**config.mk**
```make
export PLATFORM = sky130hd
export DESIGN_NAME = axi_sram_write_slave
export DESIGN_NICKNAME = d
export VERILOG_FILES = /design/src/rtl/axi_sram_write_slave.sv
export SDC_FILE = /design/constraint.sdc
export NUM_CORES = 1
export LEC_CHECK = 0
export CORE_ASPECT_RATIO = 1.1
export CORE_UTILIZATION = 32
export CTS_CLUSTER_DIAMETER = 30
export DETAILED_ROUTE_END_ITERATION = 6
export PLACE_DENSITY = 0.82
export REMOVE_ABC_BUFFERS = 1
export SLEW_MARGIN = 30
export SYNTH_ARGS = -nofsm -noshare
export SYNTH_HDL_FRONTEND = slang
export SYNTH_SLANG_ARGS = --single-unit
```
**constraint.sdc**
```tcl
create_clock -name clk -period 1.6 [get_ports clk]
set_input_delay 0.16 -clock clk [delete_from_list [all_inputs] [get_ports clk]]
set_output_delay 0.16 -clock clk [all_outputs]
set_load 0.05 [all_outputs]
```
**src/rtl/axi_sram_write_slave.sv**
```systemverilog
// AXI4 write-channel slave for a single SRAM port: one outstanding burst,
// word writes driven combinationally during each W handshake.
module axi_sram_write_slave #(
   parameter int ADDR_WIDTH = 14,
   parameter int ID_WIDTH   = 8
) (
   input  logic                  clk,
   input  logic                  rst,
   input  logic [ID_WIDTH-1:0]   AWID_S,
   input  logic [31:0]           AWADDR,
   input  logic [3:0]            AWLEN,
   input  logic [2:0]            AWSIZE,
   input  logic [1:0]            AWBURST,
   input  logic                  AWVALID,
   output logic                  AWREADY,
   input  logic [31:0]           WDATA,
   input  logic [3:0]            WSTRB,
   input  logic                  WLAST,
   input  logic                  WVALID,
   output logic                  WREADY,
   output logic [ID_WIDTH-1:0]   BID_S,
   output logic [1:0]            BRESP,
   output logic                  BVALID,
   input  logic                  BREADY,
   output logic                  mem_we,
   output logic [ADDR_WIDTH-1:0] mem_addr,
   output logic [31:0]           mem_wdata,
   output logic [3:0]            mem_wstrb
);

   // state  | meaning
   // IDLE   | waiting for a write address
   // DATA   | absorbing write beats into the SRAM
   // RESP   | presenting the write response until BREADY
   localparam logic [1:0] S_IDLE = 2'd0;
   localparam logic [1:0] S_DATA = 2'd1;
   localparam logic [1:0] S_RESP = 2'd2;

   logic [1:0]            state;
   logic [ID_WIDTH-1:0]   bid;
   logic [ADDR_WIDTH-1:0] addr;
   logic [3:0]            len;
   logic [3:0]            count;
   logic                  fixed;
   logic                  err;
   logic                  aw_hs;
   logic                  w_hs;
   logic                  b_hs;
   logic                  unused_addr_bits;

   assign unused_addr_bits = ^{AWADDR[31:ADDR_WIDTH+2], AWADDR[1:0]};

   assign AWREADY = (state == S_IDLE);
   assign WREADY  = (state == S_DATA);
   assign BVALID  = (state == S_RESP);
   assign BID_S   = bid;
   assign BRESP   = (BVALID && err) ? 2'b10 : 2'b00;

   assign aw_hs = AWVALID & AWREADY;
   assign w_hs  = WVALID & WREADY;
   assign b_hs  = BVALID & BREADY;

   // Beats past the announced length, or any beat of an illegal burst, are swallowed.
   assign mem_we    = w_hs & ~err & (count <= len);
   assign mem_addr  = w_hs ? addr  : '0;
   assign mem_wdata = w_hs ? WDATA : '0;
   assign mem_wstrb = w_hs ? WSTRB : '0;

   always_ff @(posedge clk or negedge rst) begin
      if (!rst) begin
         state <= S_IDLE;
         bid   <= '0;
         addr  <= '0;
         len   <= '0;
         count <= '0;
         fixed <= 1'b0;
         err   <= 1'b0;
      end else begin
         case (state)
            S_IDLE: begin
               if (aw_hs) begin
                  bid   <= AWID_S;
                  addr  <= AWADDR[ADDR_WIDTH+1:2];
                  len   <= AWLEN;
                  fixed <= (AWBURST == 2'b00);
                  count <= '0;
                  err   <= (AWBURST == 2'b11) | (AWSIZE > 3'b010);
                  state <= S_DATA;
               end
            end
            S_DATA: begin
               if (w_hs) begin
                  if (!fixed)
                     addr <= addr + {{(ADDR_WIDTH-1){1'b0}}, 1'b1};
                  if (count != 4'hF)
                     count <= count + 4'd1;
                  if (WLAST) begin
                     err   <= err | (count != len);
                     state <= S_RESP;
                  end
               end
            end
            S_RESP: begin
               if (b_hs)
                  state <= S_IDLE;
            end
            default: state <= S_IDLE;
         endcase
      end
   end

endmodule

```
==> flow_summary.html <==
<table>
<tr><th>Metric</th><th>Value</th></tr>
<tr><th colspan="2">Status</th></tr>
<tr><td>Failing checks</td><td>setup timing</td></tr>
<tr><td>Run status</td><td>finished with violations</td></tr>
<tr><th colspan="2">Clocking</th></tr>
<tr><td>Clock latency reported for the late side of the worst-skew pair</td><td>between 300 and 400 ps</td></tr>
<tr><td>Clock slew seen by the registers of the worst setup and hold paths</td><td>approximately 90 ps</td></tr>
<tr><td>CTS H-tree lvls</td><td>2</td></tr>
<tr><td>Clock root buffer</td><td>clkbuf_8</td></tr>
<tr><td>Hold buffer count at cts</td><td>0</td></tr>
<tr><td>Inserted Clock Buffers</td><td>5</td></tr>
<tr><td>CTS tree</td><td>done</td></tr>
<tr><td>Count of clock tree sinks</td><td>34</td></tr>
<tr><td>Clk buf depth</td><td>2</td></tr>
<tr><th colspan="2">Placement</th></tr>
<tr><td>GPL Wtd Cong</td><td>roughly 0.85</td></tr>
<tr><td>Area after detailed placement</td><td>between 4000 and 5000 sq um</td></tr>
<tr><td>Detail Placement HPWL</td><td>slightly above 6000 microns</td></tr>
<tr><td>Buffers on Ports</td><td>around 140</td></tr>
<tr><th colspan="2">Global route</th></tr>
<tr><td>First-pass GRT wire length</td><td>17040 microns</td></tr>
<tr><td>Remaining global-route overflow</td><td>0</td></tr>
<tr><td>Number of antenna violations at the first check in global routing</td><td>3</td></tr>
<tr><td>Largest net degree at the start of global routing</td><td>35</td></tr>
<tr><td>GRT Resource Usage Total</td><td>roughly 33%</td></tr>
<tr><td>Number of global-route vias before repair</td><td>around 3100</td></tr>
<tr><th colspan="2">Synthesis</th></tr>
<tr><td>Post-synthesis register bit count</td><td>34</td></tr>
<tr><td>Number of distinct library cells after synthesis</td><td>43</td></tr>
<tr><td>Leading register cell type out of synthesis</td><td>dfrtp_1</td></tr>
<tr><td>Share of synthesized registers carrying an async set or reset</td><td>100.0%</td></tr>
<tr><td>Synth Instances</td><td>approximately 270</td></tr>
<tr><td>Number of flops mapped to enable cells by yosys</td><td>0</td></tr>
<tr><td>Share of synthesized area occupied by flip-flops and latches</td><td>about two fifths</td></tr>
<tr><td>Synthesis Warnings</td><td>0</td></tr>
<tr><td>Mean instance size in the synthesized netlist</td><td>8.135 sq um</td></tr>
<tr><td>Syn Std Cell Area</td><td>around 2200 sq um</td></tr>
<tr><th colspan="2">Die</th></tr>
<tr><td>Die height</td><td>88.41 microns</td></tr>
<tr><td>Core region area</td><td>roughly 6600 sq um</td></tr>
<tr><td>DIE AREA</td><td>7122 sq um</td></tr>
<tr><td>I/O pin count</td><td>around 160</td></tr>
<tr><td>Count of standard-cell rows</td><td>31</td></tr>
<tr><td>Initial core utilization</td><td>around 33%</td></tr>
<tr><td>Chip Width</td><td>80.56 microns</td></tr>
<tr><th colspan="2">Route</th></tr>
<tr><td>DRC violation count after routing</td><td>0</td></tr>
<tr><td>DR iter-0 viols</td><td>between 300 and 400</td></tr>
<tr><td>Via count</td><td>about 3400</td></tr>
<tr><td>Wire per inst</td><td>between 20 and 30 microns</td></tr>
<tr><td>Antenna-violating nets left</td><td>0</td></tr>
<tr><td>Vias per cell</td><td>6.032</td></tr>
<tr><td>1st-pass router iterations</td><td>5</td></tr>
<tr><td>Detailed Route WL</td><td>14990 microns</td></tr>
<tr><th colspan="2">Final layout</th></tr>
<tr><td>Fin nets</td><td>roughly 570</td></tr>
<tr><td>FILL cells</td><td>between 200 and 300</td></tr>
<tr><td>Finished layout cell area</td><td>between 5000 and 6000 sq um</td></tr>
<tr><td>Share of final-layout standard cells stronger than drive strength 1</td><td>roughly 58%</td></tr>
<tr><td>Total area of sequential cells</td><td>around 850 sq um</td></tr>
<tr><td>Most common cell after layout, fill and taps aside</td><td>clkdlybuf4s50_1</td></tr>
<tr><td>Multi-input gate area in the final layout</td><td>about 1800 sq um</td></tr>
<tr><td>Highest-count cells in the layout ignoring fill and taps</td><td>72 x clkdlybuf4s50_1, 69 x buf_12, 48 x and2_4, 47 x buf_4, 37 x nand2_1</td></tr>
<tr><td>Area Growth Syn to Fin</td><td>163.3%</td></tr>
<tr><th colspan="2">Worst setup path</th></tr>
<tr><td>Element type at the critical path end</td><td>register</td></tr>
<tr><td>Maximum fanout along the worst path</td><td>8</td></tr>
<tr><td>Arrival time worst endpoint</td><td>around 2200 ps</td></tr>
<tr><td>Cell type of the slowest stage on the worst timing path</td><td>nor3b_4</td></tr>
<tr><td>Critical setup path kind</td><td>reg -&gt; reg</td></tr>
<tr><td>Element type at the critical path start</td><td>register</td></tr>
<tr><td>Cells along the critical path</td><td>buf_6 &gt; buf_6 &gt; buf_6 &gt; nor3b_4 &gt; a31o_4 &gt; buf_12 &gt; a21oi_4 &gt; a31oi_2</td></tr>
<tr><td>Top cell by count, worst path</td><td>buf_6</td></tr>
<tr><td>Number of cells on the worst reg-to-reg path</td><td>8</td></tr>
<tr><td>Worst Path Required</td><td>1800 ps</td></tr>
<tr><td>Worst path max stage delay</td><td>roughly 420 ps</td></tr>
<tr><th colspan="2">STA</th></tr>
<tr><td>Maximum operating frequency</td><td>a little under 500 MHz</td></tr>
<tr><td>Max-slew violations</td><td>0</td></tr>
<tr><td>Slack of the critical path</td><td>-432.7 ps</td></tr>
<tr><td>Period utilization</td><td>127.0%</td></tr>
<tr><td>Slew Limit Headroom</td><td>roughly 53%</td></tr>
<tr><td>Final worst hold slack</td><td>260.6 ps</td></tr>
<tr><td>Setup repair after global routing missed its margin</td><td>yes</td></tr>
<tr><td>Post-route minimum period</td><td>roughly 2000 ps</td></tr>
<tr><td>Total of endpoints with negative setup slack in the final report</td><td>between 80 and 90</td></tr>
<tr><td>Worst Max-Slew Pin Slew</td><td>692.6 ps</td></tr>
<tr><td>Total negative slack</td><td>-19780 ps</td></tr>
<tr><td>Final number of hold-violating endpoints</td><td>0</td></tr>
<tr><td>Setup clock skew after layout</td><td>between 20 and 25 ps</td></tr>
<tr><th colspan="2">Pwr</th></tr>
<tr><td>Tot Pwr</td><td>between 10 and 15 mW</td></tr>
<tr><td>Peak supply drop</td><td>between 1 and 1.5 mV</td></tr>
<tr><td>Leakage dissipation</td><td>approximately 2.5 nW</td></tr>
<tr><td>Power density over the cells</td><td>roughly 2000 nW/um^2</td></tr>
<tr><th colspan="2">Min path</th></tr>
<tr><td>Worst Hold Class</td><td>in -&gt; async</td></tr>
<tr><th colspan="2">Job</th></tr>
<tr><td>Maximum Capacitance Violations</td><td>0</td></tr>
</table>
==> flip-flops by register name, indices dropped and copies added, names as in the netlist <==
register	flops
state	2
fixed	1
count	4
BID_S	8
len	4
addr	14
err	1
==> path summary, 6_finish.rpt <==
check                           endpoint  slack, ps  startpoint
worst max-delay path             addr[6]       -430    state[0]
worst min-delay path             addr[6]        260         rst
worst max register to register   addr[6]       -430    state[0]
worst min register to register  BID_S[0]        490    BID_S[0]
max in group asynchronous        addr[7]        990         rst
min in group clk                BID_S[0]        400   AWID_S[0]
==> routing by layer <==
| layer | GRT usage [%] | vias to the layer above | part of all wire, % |
|---|---|---|---|
| met5 | 0 | - | 0.18 |
| met4 | 14.61 | 4 | 7.2 |
| met3 | 9.897 | 113 | 12 |
| met2 | 58.32 | 297 | 48 |
| met1 | 35.21 | 1629 | 32 |
| li1 | - | 1335 | - |
==> power breakdown <==
group | leakage, nW | total [mW] | switching [mW] | internal (mW)
logic | 2.03 | 9.01 | 4.66 | 4.34
clock network | 0.0482 | 0.709 | 0.361 | 0.348
registers | 0.404 | 1.74 | 0.473 | 1.26
==> cell usage after synthesis, drive strengths merged, types with 2 or more instances <==
cell | n | area, sq um
o21ai | 16 | 80.08
ha | 6 | 75.07
inv | 10 | 37.53
or3 | 4 | 25.02
or4 | 2 | 18.77
a2bb2oi | 7 | 61.31
nand2 | 50 | 187.7
buf | 6 | 31.28
a21oi | 19 | 98.85
and4 | 2 | 18.77
a31oi | 3 | 33.78
nor2b | 2 | 12.51
nor2 | 9 | 33.78
nand4 | 4 | 31.28
o22ai | 8 | 50.05
a31o | 2 | 17.52
nand3 | 11 | 55.05
clkbuf | 9 | 33.78
nor3 | 2 | 10.01
and2 | 49 | 307.8
dfrtp | 34 | 850.8
==> per-stage QoR <==
step / std cells / util [%] / setup slack, ps
5_1_grt: 560 / 87.25 / -525.7
3_5_place_dp: 497 / 66.20 / -108.1
2_1_floorplan: 252 / - / -1137
4_1_cts: 531 / 77.82 / -341.6
3_3_place_gp: 497 / 66.20 / -69.83
6_report: 560 / 87.25 / -432.7
==> kinds of logic (layout without fill, tap and decap cells) <==
kind of cell	count (synthesis)	after routing	synth area share, %
AND/OR/NAND/NOR	139	139	34.10
AO/OA/AOI/OAI	61	62	17.97
flip-flops	34	34	39.17
buffers and inverters	25	234	4.723
adder cells (fa/ha/maj)	6	6	3.456
other	1	2	0.1726
XOR/XNOR	1	1	0.4033
==> worst max-delay path: cells and delay by family (launching register included) <==
kind | cells | cell delay, ps
AO/OA/AOI/OAI | 3 | 570
buffers and inverters | 4 | 510
AND/OR/NAND/NOR | 1 | 420
flip-flops | 1 | 410
==> area by class of cell <==
class / instances / area share, %
Sequential cell: 34 / 14.94
Antenna cell: 1 / 0.04375
Multi-Input combinational cell: 209 / 30.76
Clock buffer: 7 / 1.510
Clock inverter: 1 / 0.08751
Inverter: 10 / 0.7001
Timing Repair Buffer: 216 / 50.16
Tap cell: 82 / 1.794
==> timing repair <==
action / in CTS / in global routing
setup buffers: 19 / 30
endpoints found under the setup margin: 52 / 82
resized for setup: 85 / 102
pin swaps: 47 / 29
gates cloned: 7 / 6
Power figures use the tool's default switching activity.
